<file path="src/rtl/id_ex_reg_pkg.sv">
// Shared types and encodings for the ID/EX pipeline register and its hazard detector.
// ctrl_t carries the decoder's control outputs into the execute stage.
package id_ex_reg_pkg;

    localparam int XLEN = 32;

    typedef enum logic [2:0] {
        IMM_DEFAULT = 3'd0,
        IMM_I       = 3'd1,
        IMM_S       = 3'd2,
        IMM_B       = 3'd3,
        IMM_U       = 3'd4,
        IMM_J       = 3'd5
    } imm_cntrl_e;

    typedef enum logic [1:0] {
        REG_SRC_ALU = 2'd0,
        REG_SRC_MEM = 2'd1,
        REG_SRC_PC  = 2'd2
    } reg_src_e;

    typedef enum logic [1:0] {
        ALU_A_RS1  = 2'd0,
        ALU_A_PC   = 2'd1,
        ALU_A_ZERO = 2'd2
    } alu_src_a_e;

    typedef struct packed {
        logic       regWrite;
        logic       memWrite;
        logic       branch;
        logic       jump;
        logic [2:0] aluCntrl;
        logic [2:0] immCntrl;
        logic [1:0] aluSrcA;
        logic       aluSrcB;
        logic       inv;
        logic       useF7;
        logic [1:0] regSrc;
        logic       pcTargetSrc;
        logic       loadStore;
    } ctrl_t;

    // rs2 is a real operand for R-type and branches (register B input) and for stores (write data).
    function automatic logic uses_rs2(input logic alu_src_b, input logic mem_write);
        return !alu_src_b || mem_write;
    endfunction

endpackage

</file>
<file path="src/rtl/id_ex_reg_load_use_detect.sv">
// Combinational load-use hazard check between the load sitting in EX and the
// instruction waiting in decode.
module load_use_detect
    import id_ex_reg_pkg::*;
(
    input  logic       idValid,
    input  logic       idAluSrcB,
    input  logic       idMemWrite,
    input  logic [4:0] idRs1Addr,
    input  logic [4:0] idRs2Addr,
    input  logic       exValid,
    input  logic       exLoadStore,
    input  logic       exMemWrite,
    input  logic [4:0] exRdAddr,
    output logic       loadUse
);

    logic ex_is_load;
    logic rs1_match;
    logic rs2_match;

    // A load writing x0 produces nothing to forward, so it never creates a hazard.
    assign ex_is_load = exValid && exLoadStore && !exMemWrite && (exRdAddr != 5'd0);
    assign rs1_match  = (exRdAddr == idRs1Addr);
    assign rs2_match  = uses_rs2(idAluSrcB, idMemWrite) && (exRdAddr == idRs2Addr);
    assign loadUse    = idValid && ex_is_load && (rs1_match || rs2_match);

endmodule

</file>
<file path="src/rtl/id_ex_reg.sv">
// ID/EX pipeline register: single-entry elastic stage with flush, load-use
// bubble insertion and a saturating bubble counter.
module id_ex_reg
    import id_ex_reg_pkg::*;
#(
    parameter int XLEN  = id_ex_reg_pkg::XLEN,
    parameter int CNT_W = 16
) (
    input  logic             clk,
    input  logic             rstN,
    input  logic             idValid,
    output logic             idReady,
    input  ctrl_t            idCtrl,
    input  logic [XLEN-1:0]  idPc,
    input  logic [XLEN-1:0]  idPcPlus4,
    input  logic [XLEN-1:0]  idRs1Data,
    input  logic [XLEN-1:0]  idRs2Data,
    input  logic [XLEN-1:0]  idImm,
    input  logic [4:0]       idRs1Addr,
    input  logic [4:0]       idRs2Addr,
    input  logic [4:0]       idRdAddr,
    input  logic             flush,
    output logic             exValid,
    input  logic             exReady,
    output ctrl_t            exCtrl,
    output logic [XLEN-1:0]  exPc,
    output logic [XLEN-1:0]  exPcPlus4,
    output logic [XLEN-1:0]  exRs1Data,
    output logic [XLEN-1:0]  exRs2Data,
    output logic [XLEN-1:0]  exImm,
    output logic [4:0]       exRs1Addr,
    output logic [4:0]       exRs2Addr,
    output logic [4:0]       exRdAddr,
    output logic             loadUseStall,
    output logic [CNT_W-1:0] bubbleCnt
);

    logic advance;
    logic load_use;

    load_use_detect u_load_use_detect (
        .idValid     (idValid),
        .idAluSrcB   (idCtrl.aluSrcB),
        .idMemWrite  (idCtrl.memWrite),
        .idRs1Addr   (idRs1Addr),
        .idRs2Addr   (idRs2Addr),
        .exValid     (exValid),
        .exLoadStore (exCtrl.loadStore),
        .exMemWrite  (exCtrl.memWrite),
        .exRdAddr    (exRdAddr),
        .loadUse     (load_use)
    );

    assign advance      = !exValid || exReady;
    assign loadUseStall = load_use && !flush;
    assign idReady      = advance && !load_use && !flush;

    // Priority: reset, flush, bubble, capture, drain to empty, hold.
    // Data fields are left untouched whenever the entry goes empty; only ctrl is scrubbed.
    always_ff @(posedge clk) begin
        if (!rstN) begin
            exValid   <= 1'b0;
            exCtrl    <= '0;
            exPc      <= '0;
            exPcPlus4 <= '0;
            exRs1Data <= '0;
            exRs2Data <= '0;
            exImm     <= '0;
            exRs1Addr <= '0;
            exRs2Addr <= '0;
            exRdAddr  <= '0;
            bubbleCnt <= '0;
        end else if (flush) begin
            exValid <= 1'b0;
            exCtrl  <= '0;
        end else if (load_use && advance) begin
            exValid <= 1'b0;
            exCtrl  <= '0;
            if (bubbleCnt != '1) begin
                bubbleCnt <= bubbleCnt + CNT_W'(1);
            end
        end else if (idValid && idReady) begin
            exValid   <= 1'b1;
            exCtrl    <= idCtrl;
            exPc      <= idPc;
            exPcPlus4 <= idPcPlus4;
            exRs1Data <= idRs1Data;
            exRs2Data <= idRs2Data;
            exImm     <= idImm;
            exRs1Addr <= idRs1Addr;
            exRs2Addr <= idRs2Addr;
            exRdAddr  <= idRdAddr;
        end else if (advance) begin
            exValid <= 1'b0;
            exCtrl  <= '0;
        end
    end

endmodule

</file>
<file path="config.mk">
export PLATFORM = sky130hd
export DESIGN_NAME = id_ex_reg
export DESIGN_NICKNAME = d
export VERILOG_FILES = /design/src/rtl/id_ex_reg_pkg.sv /design/src/rtl/id_ex_reg_load_use_detect.sv /design/src/rtl/id_ex_reg.sv
export SDC_FILE = /design/constraint.sdc
export NUM_CORES = 1
export LEC_CHECK = 0
export BUFFER_PORTS_ARGS = -buffer_cell sky130_fd_sc_hd__buf_2
export CORE_MARGIN = 8
export CORE_UTILIZATION = 28
export CTS_BUF_LIST = sky130_fd_sc_hd__clkbuf_16
export CTS_CLUSTER_DIAMETER = 80
export DETAILED_ROUTE_END_ITERATION = 12
export SYNTH_ARGS = -nofsm -noshare
export SYNTH_HDL_FRONTEND = slang
export SYNTH_SLANG_ARGS = --single-unit
</file>
<file path="constraint.sdc">
create_clock -name clk -period 2.67 [get_ports clk]
set_clock_uncertainty 0.2 [all_clocks]
set_input_delay 0.4005 -clock clk [delete_from_list [all_inputs] [get_ports clk]]
set_output_delay 0.4005 -clock clk [all_outputs]
set_load 0.02 [all_outputs]
</file>
-- Word level (Yosys, flattened, before mapping)
Cells that the tools add are included.
- register bits after elaboration: 211
- latch bits: 0
- bits in writable memories: 0
- bits in read-only memories: 0
- output and inout bits: 213
- logic and storage cells: 58
- memories: 0
- $add $sub $neg: 1
- $mul: 0
- div/mod/pow operators: 0
- $lt $le $gt $ge: 0
- equality and inequality tests: 3
- shift-type cells: 0
- mux-type cells: 4
- bitwise operators: 3
- reduce and logical (&&, ||, !) cells: 24
- operator list (kind ; count):
    $mux W19 ; 2
    $add A16 B1 Y16 const B ; 1
    $ne A16 B16 Y1 const B ; 1
    $logic_and A1 B1 Y1 ; 11
    $eq A5 B5 Y1 ; 2
    $reduce_and A3 Y1 ; 2
    $logic_not A1 Y1 ; 5
    $reduce_bool A5 Y1 ; 1
    $logic_or A1 B1 Y1 ; 3
    $not A1 Y1 ; 3
    $reduce_or A3 Y1 ; 1
    $mux W1 ; 2
    $reduce_bool A2 Y1 ; 1

-- Logic depth before layout (Yosys ltp)
Gate-level depths: netlist (run 1).
- depth in word-level cells: 10
- depth in mapped cells: 10
- depth with buffers taken out: 7

-- Modules after synthesis
From an unflattened synthesis (run 1), not the netlist that was laid out.
- cells, all modules: 956
- area total of the unflattened synthesis: 7766.2 um^2
- by module, submodules not included (module ; times used ; cells an instance ; area each (um^2) ; sequential area each (um^2)):
    id_ex_reg ; 1 ; 937 ; 7618.6 ; 4224.1
    load_use_detect ; 1 ; 19 ; 147.6 ; 0.0

-- Worst setup path before layout (run 1)
Ideal clock, no wire load.
- path type: register -> output
- from: register exRdAddr[0]
- to: output port idReady
- data arrival time: 1850 ps
- data required time: 2069 ps
- setup slack: 219 ps
- stages on the path, launching flop included: 6
- cells stage by stage: dfxtp_1 -> or4_1 -> o21ai_2 -> buf_4 -> nor2_1 -> nor3_1
- longest elaborated chain between the ends: 7
- elaborated cells on any way between the ends: 11
- ends and longest elaborated chain (element ; line ; source):
    start, declared ; id_ex_reg.sv:33 ; output logic [4:0] exRdAddr,
    start signal, assigned ; id_ex_reg.sv:92 ; exRdAddr <= idRdAddr;
    $eq A5 B5 Y1 / $reduce_bool A5 Y1 (equally long branches) ; id_ex_reg_load_use_detect.sv:25, id_ex_reg_load_use_detect.sv:23 ;
    $logic_and A1 B1 Y1, on equally long branches ; id_ex_reg_load_use_detect.sv:25, id_ex_reg_load_use_detect.sv:23 ;
    $logic_or A1 B1 Y1 / $logic_and A1 B1 Y1 (equally long branches) ; id_ex_reg_load_use_detect.sv:26 ; assign loadUse = idValid && ex_is_load && (rs1_match || rs2_match);
    $logic_and A1 B1 Y1 * ; id_ex_reg_load_use_detect.sv:26 ;
    $logic_not A1 Y1 * ; id_ex_reg.sv:56 ; assign idReady = advance && !load_use && !flush;
    $logic_and A1 B1 Y1 * (2 in a row) ; id_ex_reg.sv:56 ;
    end, declared ; id_ex_reg.sv:12 ; output logic idReady,
Mark *: on every way between the ends. The rest lies on a longest branch, timed or not.

-- Worst setup path in the final report (run 1)
- from: input port idRs1Addr[3]
- to: output port idReady
- longest elaborated chain between the ends: 6
- ends and longest elaborated chain (element ; line ; source):
    start, declared ; id_ex_reg.sv:19 ; input logic [4:0] idRs1Addr,
    $eq A5 B5 Y1 ; id_ex_reg_load_use_detect.sv:24 ; assign rs1_match = (exRdAddr == idRs1Addr);
    $logic_or A1 B1 Y1 ; id_ex_reg_load_use_detect.sv:26 ;
    $logic_and A1 B1 Y1 ; id_ex_reg_load_use_detect.sv:26 ;
    $logic_not A1 Y1 ; id_ex_reg.sv:56 ;
    $logic_and A1 B1 Y1 (2 in a row) ; id_ex_reg.sv:56 ;
Every way passes these cells.

==> flow_summary_export.csv, run 1 <==
group,metric,value,unit
cells_and_area,area_growth,69.0,%
cells_and_area,layout.nets,1751,
floorplanning,die_height,183,um
drt,vias,8761,
floorplanning,core,27600,um^2
drt,drc_errors,0,
timing,fmax,384,MHz
cts,clk_latency,0.52,ns
critical_path,path_buf_inv,3,
logic_synthesis,syn_area_per_cell,8.12,um^2
global_routing,grt_pass1_vias,9011,
cts,cts_buffer_depth,3,
drt,first_pass_iters,5,
global_routing,overflow,0,
outcome,status,"finished, final reports clean",
critical_path,critPathMaxFanout,4,
critical_path,worst_path_largest_cell_delay,0.54,ns
timing,fin_crit,2.60,ns
timing,rsz0062_at_grt,"yes",
timing,whs,0.153,ns
global_routing,grt_max_degree,96,
logic_synthesis,syn_area,7760,um^2
critical_path,cp-start-kind,"input port",
cts,path_clk_slew,0.06,ns
logic_synthesis,netlist_top_cells_area,"dfxtp_1, nand2_1, a21oi_1",
floorplanning,die_w,183,um
place,place_congestion,0.829,
place,port_buffers,411,
cells_and_area,final_layout_size_suffix_gt1_share,31.9,%
cts,cts_root_buf,"clkbuf_16",
critical_path,arrival,2.00,ns
timing,finalCritPeriodShare,97.5,%
drt,drtAntennaViolNets,0,
global_routing,grt_first_pass_wirelength,47900,um
pwr,powerDensity,600,nW/um^2
timing,worst_pin_slew,0.503,ns
cells_and_area,final_common_cell,"buf_2",
cts,tritoncts,"done",
pwr,leakagePower,5.93,nW
timing,worst_slack,0.0658,ns
drt,drtIter0Drc,441,
logic_synthesis,yosysTopAreaCellShare,54.4,%
drt,routed_wl,30800,um
place,dp_hpwl,20900,um
global_routing,grt_antenna_before_repair,2,
place,dpl_worst_slack,0.0909,ns
logic_synthesis,synthArstFlopShare,0,%
pwr,ir_drop,0.550,mV
job,drv_cap,0,
critical_path,required,2.07,ns
critical_path,cp_slowest_cell,"dlygate4sd3_1",
critical_path,critPathKind,"input port to output port",
cts,htreeDepth,1,
cts,cts_made_buffers,25,
floorplanning,num_io_pins,412,
cells_and_area,fillerInstances,2599,
cts,cts.sinks,211,
floorplanning,dieArea,33300,um^2
timing,setup_viol,0,
logic_synthesis,syn_nets,1156,
timing,hold_viol_final,0,
critical_path,critPathTopFamily,"buffers and inverters",
logic_synthesis,syn_inst,956,
logic_synthesis,synth_edf_count,0,
cells_and_area,layout_common_cells,"buf_2, nand2_1, dfxtp_1",
drt,vias_per_cell,4.49,
timing,slew-limit-headroom,66.5,%
drt,routedWlPerCell,15.8,um
logic_synthesis,synthDistinctLibCells,42,
min_path,min_path_type,"input port to flip-flop",
logic_synthesis,yosysSeqAreaShare,54.4,%
logic_synthesis,ys_seq_elements,211,
logic_synthesis,synth.largest_area_cell,"dfxtp_1",
timing,slew_violations,0,
logic_synthesis,yosys_warnings,0,
critical_path,crit_chain,"dlygate4sd3_1 -> buf_4 -> xor2_2 -> nor3_2 -> a22oi_2 -> nor2_2 -> nor3_2 -> buf_4",
logic_synthesis,synth_ff_type,"dfxtp_1",
critical_path,critPathCaptureType,"output port",
global_routing,grtUsageTotal,17.4,%
floorplanning,start_util,28.2,%
floorplanning,fp-row-count,61,
## worst min-delay path: stages
cell and delay [ns]:
buf_2 0.08, nor2b_2 0.04, buf_4 0.16, nor2_1 0.10
nor2_1 0.04
## final timing paths
| kind | start | endpoint | slack (ns) | depth (start not counted) |
|---|---|---|---|---|
| setup / recovery | idRs1Addr[3] | idReady | 0.07 | 8 |
| hold / removal | exReady | exValid | 0.15 | 5 |
| setup reg to reg | exRdAddr[0] | bubbleCnt[11] | 0.17 | 7 |
| hold reg to reg | exPc[13] | exPc[13] | 0.25 | 2 |
## stage by stage
step	instances	cell area (um^2)	setup TNS, ns	util (%)	total power [mW]
final	1950	13100	0	47.6	7.88
after global placement	1705	10300	0	37.2	4.27
after detailed placement	1705	10300	0	37.2	4.28
after global routing	1948	13100	-0.0265	47.6	8.22
after floorplan	956	7760	0	-	3.88
after CTS	1947	13100	0	47.5	7.98
## cells in the mapped netlist (3+ instances only)
cell      number
nand2_1      360
dfxtp_1      211
a21oi_1      183
nor2_1        34
clkbuf_1      25
buf_2         24
a22oi_1       19
buf_6         12
xor2_1        10
buf_4          9
nand3_1        6
xnor2_1        6
nand4_1        5
nor3_1         4
nor4_1         4
o21ai_0        4
or3_1          4
inv_1          3
## flip-flops by register name (all words and copies together) (netlist names)
| name | cells |
|---|---|
| exRs2Addr | 5 |
| exRdAddr | 5 |
| exRs1Addr | 5 |
| exRs1Data | 32 |
| exPc | 32 |
| bubbleCnt | 16 |
| exCtrl | 19 |
| exPcPlus4 | 32 |
| exImm | 32 |
| exRs2Data | 32 |
| exValid | 1 |
## report_power, final
group | leakage (nW) | internal [mW] | switching (mW) | total [mW]
sequential | 1.72 | 3.28 | 0.0647 | 3.34
clock | 0.414 | 2.08 | 1.33 | 3.41
combinational | 3.79 | 0.523 | 0.599 | 1.12
## layout make-up
cell class	instances	area [um^2]	share of cell area (%)
diodes	4	10.0	0.0763
clock buffers	25	626	4.77
clock inverters	19	193	1.47
inverters	4	20.0	0.153
multi-input cells	671	3170	24.1
flip-flops and latches	211	4230	32.2
well taps	378	473	3.60
repair buffers	638	4400	33.6
## cell families after synthesis
| logic type | after synthesis | share of synthesized area (%) |
|---|---|---|
| AO/OA/AOI/OAI | 216 | 15.0 |
| buffers and inverters | 74 | 5.56 |
| XOR/XNOR | 16 | 1.80 |
| AND/OR/NAND/NOR | 436 | 22.8 |
| flip-flops | 211 | 54.4 |
| multiplexers | 2 | 0.258 |
| adder cells (fa/ha/maj) | 1 | 0.161 |
## what timing repair did
item,4_1_cts,5_1_grt
resized for setup,7,9
buffers inserted,3,1
hold buffers,195,0
pin swaps,4,7
endpoints found under the hold margin,196,0
endpoints found under the setup margin,2,2
## metal layers
layer	vias up	global-route usage [%]	share of wire, %
li1	4327	-	-
met1	3980	19.0	38
met2	353	30.1	49
met3	101	4.87	8.2
met4	0	9.61	5.2
met5	-	0	0
(Power assumes the default switching activity.)
==> run 2: changes to the inputs <==
CORE_MARGIN = 5   (was 8)
==> flow_summary_export.csv, run 2 (same netlist as run 1, synthesis figures left out) <==
group,metric,value,unit
min_path,min_path_type,"input port to flip-flop",
floorplanning,die_height,177,um
critical_path,critPathCaptureType,"output port",
timing,slew-limit-headroom,61.2,%
timing,finalCritPeriodShare,98.0,%
critical_path,crit_chain,"dlygate4sd3_1 -> buf_2 -> xor2_1 -> nor3_1 -> a22oi_2 -> nand2b_4 -> nor2_1 -> buf_4",
cells_and_area,area_growth,68.6,%
critical_path,worstSetupEndpoint,"loadUseStall",
cells_and_area,final_layout_size_suffix_gt1_share,31.7,%
cts,cts_root_buf,"clkbuf_16",
floorplanning,fp-row-count,61,
cts,path_clk_slew,0.06,ns
cells_and_area,final_common_cell,"buf_2",
place,dpl_worst_slack,0.0980,ns
timing,setup_viol,0,
critical_path,critPathKind,"input port to output port",
global_routing,grt_max_degree,106,
place,place_congestion,0.813,
drt,drtAntennaViolNets,0,
cts,tritoncts,"done",
pwr,powerDensity,590,nW/um^2
timing,worst_pin_slew,0.581,ns
floorplanning,core,27600,um^2
drt,vias,8795,
critical_path,rr_worst_depth,7,
drt,routed_wl,29600,um
global_routing,grt_first_pass_wirelength,46300,um
timing,tns,0,ns
timing,hold_viol_final,0,
critical_path,worst_path_largest_cell_delay,0.54,ns
drt,first_pass_iters,5,
place,dp_hpwl,20000,um
cts,clk_latency,0.51,ns
floorplanning,die_w,177,um
critical_path,cp-startpoint,"idRs1Addr[2]",
timing,fin_crit,2.62,ns
cells_and_area,layout_common_cells,"buf_2, nand2_1, dfxtp_1",
drt,drc_errors,0,
cts,cts_buffer_depth,3,
drt,vias_per_cell,4.51,
timing,slew_violations,0,
floorplanning,dieArea,31200,um^2
min_path,worstHoldStart,"rstN",
critical_path,cp-start-kind,"input port",
cts,cts_made_buffers,24,
drt,routedWlPerCell,15.2,um
job,drv_cap,0,
pwr,leakagePower,5.94,nW
cells_and_area,n_antenna_cell,0,
floorplanning,start_util,28.2,%
pwr,ir_drop,0.455,mV
critical_path,r2r_end,"bubbleCnt[11]",
global_routing,grtUsageTotal,17.9,%
place,port_buffers,411,
critical_path,r2r_setup_slack,0.20,ns
outcome,status,"finished, final reports clean",
global_routing,grt_pass1_vias,8943,
global_routing,overflow,0,
timing,rsz0062_at_grt,"yes",
critical_path,timing.rr.start,"exRdAddr[2]",
cells_and_area,fillerInstances,2620,
global_routing,grt_antenna_before_repair,1,
cts,htreeDepth,1,
critical_path,cp_slowest_cell,"dlygate4sd3_1",
critical_path,arrival,2.02,ns
cts,cts.sinks,211,
floorplanning,num_io_pins,412,
cells_and_area,layout.nets,1755,
critical_path,critPathMaxFanout,5,
drt,drtIter0Drc,465,
timing,fmax,382,MHz
critical_path,required,2.07,ns
timing,worst_slack,0.0529,ns
-- run 2: how the worst min path moves through the flow --
| stage | endpoint | slack, ns | cells past startpoint |
|---|---|---|---|
| after floorplan | exCtrl[17] | 0.29 | 2 |
| after CTS | bubbleCnt[1] | 0.01 | 3 |
| final | bubbleCnt[1] | 0.04 | 3 |
| after global routing | bubbleCnt[1] | 0.03 | 3 |
| after global placement | exPcPlus4[29] | 0.24 | 2 |
| after detailed placement | exImm[23] | 0.24 | 2 |
-- run 2: final cells by class --
class                      count  area (um^2)  area share [%]
clock buffer                  25          626            4.78
clock inverter                18          151            1.16
inverter                       4         20.0           0.153
multi-input combinational    671         3140            24.0
sequential                   211         4230            32.3
tap                          378          473            3.61
timing repair buffer         643         4450            34.0
-- run 2: stage by stage --
step                total power, mW  cells  utilization [%]  hold slack [ns]  instance area (um^2)
global placement               4.28   1711             37.5            0.239                 10300
detailed placement             4.29   1711             37.5            0.243                 10300
finish                         7.72   1950             47.5           0.0353                 13100
global route                   8.08   1950             47.5           0.0330                 13100
CTS                            7.82   1951             47.5           0.0115                 13100
floorplan                      3.88    956                -            0.294                  7760
-- run 2: worst max-delay path, delay by kind of cell --
| family | cells | cell delay [ns] |
|---|---|---|
| buf+inv | 3 | 0.84 |
| simple gates | 3 | 0.51 |
| xor+xnor | 1 | 0.14 |
| compound gates | 1 | 0.13 |
-- run 2: where the power goes --
group / switching (mW) / total, mW / internal (mW)
clock network: 1.29 / 3.26 / 1.97
logic: 0.591 / 1.12 / 0.529
registers: 0.0666 / 3.34 / 3.28
total: 1.95 / 7.72 / 5.77
-- run 2: routing by layer --
metal	GRT usage, %	vias to the layer above	part of all wire [%]	wire length, um
met4	7.06	2	3.9	1160
met2	31.5	365	49	14600
li1	-	4324	-	-
met5	0	-	0.024	7
met3	4.30	82	8.3	2460
met1	20.9	4022	38	11400
-- run 2: repair_timing --
action / in CTS / in global routing
pin swaps: 4 / 5
hold buffers: 194 / 0
endpoints found under the setup margin: 2 / 2
endpoints found under the hold margin: 194 / 0
buffers inserted: 3 / 1
gates resized for setup: 8 / 4
==> run 3: changes to the inputs <==
BUFFER_PORTS_ARGS = unset   (was -buffer_cell sky130_fd_sc_hd__buf_2)
CORE_ASPECT_RATIO = 1.5   (was unset)
DONT_BUFFER_PORTS = 1   (was unset)
==> flow_summary_export.csv, run 3 (same netlist as run 1, synthesis figures left out) <==
group,metric,value,unit
drt,drtIter0Drc,528,
pwr,swShare,25.7,%
timing,setup_viol,0,
place,dpl_cell_area,8280,um^2
drt,routedWlPerCell,18.4,um
job,drv_cap,0,
pwr,finalPower,6.92,mW
drt,met3_length,2430,um
place,dpl_worst_slack,0.234,ns
place,place_inst,1270,
cells_and_area,final_layout_size_suffix_gt1_share,8.16,%
critical_path,required,2.07,ns
timing,finalCritPeriodShare,97.6,%
pwr,ir_drop,0.426,mV
pwr,p_int,5.14,mW
min_path,worstHoldStart,"exReady",
global_routing,grt_first_pass_wirelength,42800,um
drt,first_pass_iters,6,
timing,fmax,384,MHz
pwr,powerDensity,632,nW/um^2
floorplanning,core,27300,um^2
drt,vias_per_cell,4.96,
cts,cts_made_buffers,21,
pwr,p_clk_share,39.0,%
drt,dr_wl_met2,14500,um
timing,rsz0062_at_grt,"yes",
place,dp_hpwl,18300,um
floorplanning,fp-row-count,74,
cells_and_area,finalInstanceArea,10900,um^2
pwr,power_frac_seq,51.1,%
critical_path,rr_worst_depth,7,
drt,drtAntennaViolNets,0,
min_path,whs_path_depth,4,
timing,tns,0,ns
cells_and_area,final_common_cell,"nand2_1",
cells_and_area,fin_cells,1508,
floorplanning,die_w,146,um
cells_and_area,layout.nets,1353,
timing,slew-limit-headroom,66.0,%
pwr,p_comb_share,9.9,%
critical_path,cp-start-kind,"flip-flop",
critical_path,timing.rr.start,"exRdAddr[3]",
cts,htreeDepth,1,
cts,cts_buffer_depth,3,
cts,path_clk_slew,0.06,ns
cells_and_area,area_growth,40.9,%
floorplanning,dieArea,31200,um^2
floorplanning,start_util,28.4,%
drt,wl_met1,9580,um
global_routing,overflow,0,
global_routing,grt_antenna_before_repair,2,
critical_path,critPathKind,"flip-flop to output port",
critical_path,r2r_setup_slack,0.21,ns
timing,hold_viol_final,0,
global_routing,grtUsageTotal,16.6,%
drt,vias,7483,
timing,worst_pin_slew,0.509,ns
place,place_congestion,0.859,
cts,cts.sinks,211,
outcome,status,"finished, final reports clean",
critical_path,r2r_end,"bubbleCnt[7]",
critical_path,critPathCaptureType,"output port",
drt,routed.top_layer,"met4",
drt,routed_wl,27800,um
pwr,p_switching,1.78,mW
floorplanning,die_height,214,um
min_path,min_to,"exValid",
global_routing,grt_pass1_vias,7407,
global_routing,grt_max_degree,101,
min_path,min_path_type,"input port to flip-flop",
pwr,leakagePower,4.01,nW
cells_and_area,layout_common_cells,"nand2_1, dfxtp_1, dlygate4sd3_1",
cts,tritoncts,"done",
drt,drc_errors,0,
timing,slew_violations,0,
critical_path,critPathMaxFanout,5,
timing,worst_slack,0.0642,ns
place,port_buffers,0,
floorplanning,num_io_pins,412,
timing,fin_crit,2.61,ns
critical_path,arrival,2.01,ns
cts,cts_root_buf,"clkbuf_16",
cts,clk_latency,0.50,ns
[run 3: power groups by stage]
stage	Clock, mW	Combinational (mW)	Sequential (mW)
2_1_floorplan	0	0.313	3.56
5_1_grt	2.91	0.744	3.55
3_5_place_dp	0	0.414	3.60
4_1_cts	2.78	0.665	3.53
3_3_place_gp	0	0.402	3.60
6_report	2.70	0.683	3.54
[run 3: cell type report]
class	instances	area (um^2)
Clock inverter	13	77.6
Multi-Input combinational cell	671	3170
Inverter	4	20.0
Fill cell	2604	16400
Timing Repair Buffer	244	2480
Clock buffer	21	526
Tap cell	342	428
Antenna cell	2	5.00
Sequential cell	211	4230
[run 3: worst max-delay path by stage]
stage	start	end	depth (start not counted)
after floorplan	exRdAddr[0]	idReady	5
after global placement	idRs2Addr[2]	bubbleCnt[9]	6
after detailed placement	exRdAddr[0]	idReady	5
after CTS	exRdAddr[1]	idReady	5
after global routing	exRdAddr[3]	idReady	6
final	exRdAddr[1]	idReady	5
[run 3: metrics by stage]
stage	util (%)	hold slack, ns
6_report	40.0	0.150
3_5_place_dp	30.3	0.300
4_1_cts	39.9	0.111
5_1_grt	40.0	0.183
3_3_place_gp	30.3	0.293
2_1_floorplan	-	0.294
[run 3: timing repair]
| action | CTS | global route |
|---|---|---|
| gates resized for setup | 8 | 4 |
| hold buffers | 196 | 0 |
| setup buffers | 4 | 2 |
| endpoints found under the hold margin | 205 | 0 |
| pin swaps | 4 | 3 |
| endpoints found under the setup margin | 2 | 2 |
[run 3: routing by layer]
| metal | track usage [%] | up-vias |
|---|---|---|
| met4 | 7.92 | 0 |
| li1 | - | 3521 |
| met1 | 17.6 | 3478 |
| met2 | 30.0 | 399 |
| met3 | 4.80 | 85 |
| met5 | 0 | - |
[run 3: worst max-delay path, cell delays in order (launching register included)]
cell and delay, ns:
dfxtp_2 0.35, or4_4 0.56, o21ai_4 0.16, nor2_2 0.07, nor3_2 0.19, buf_4 0.17
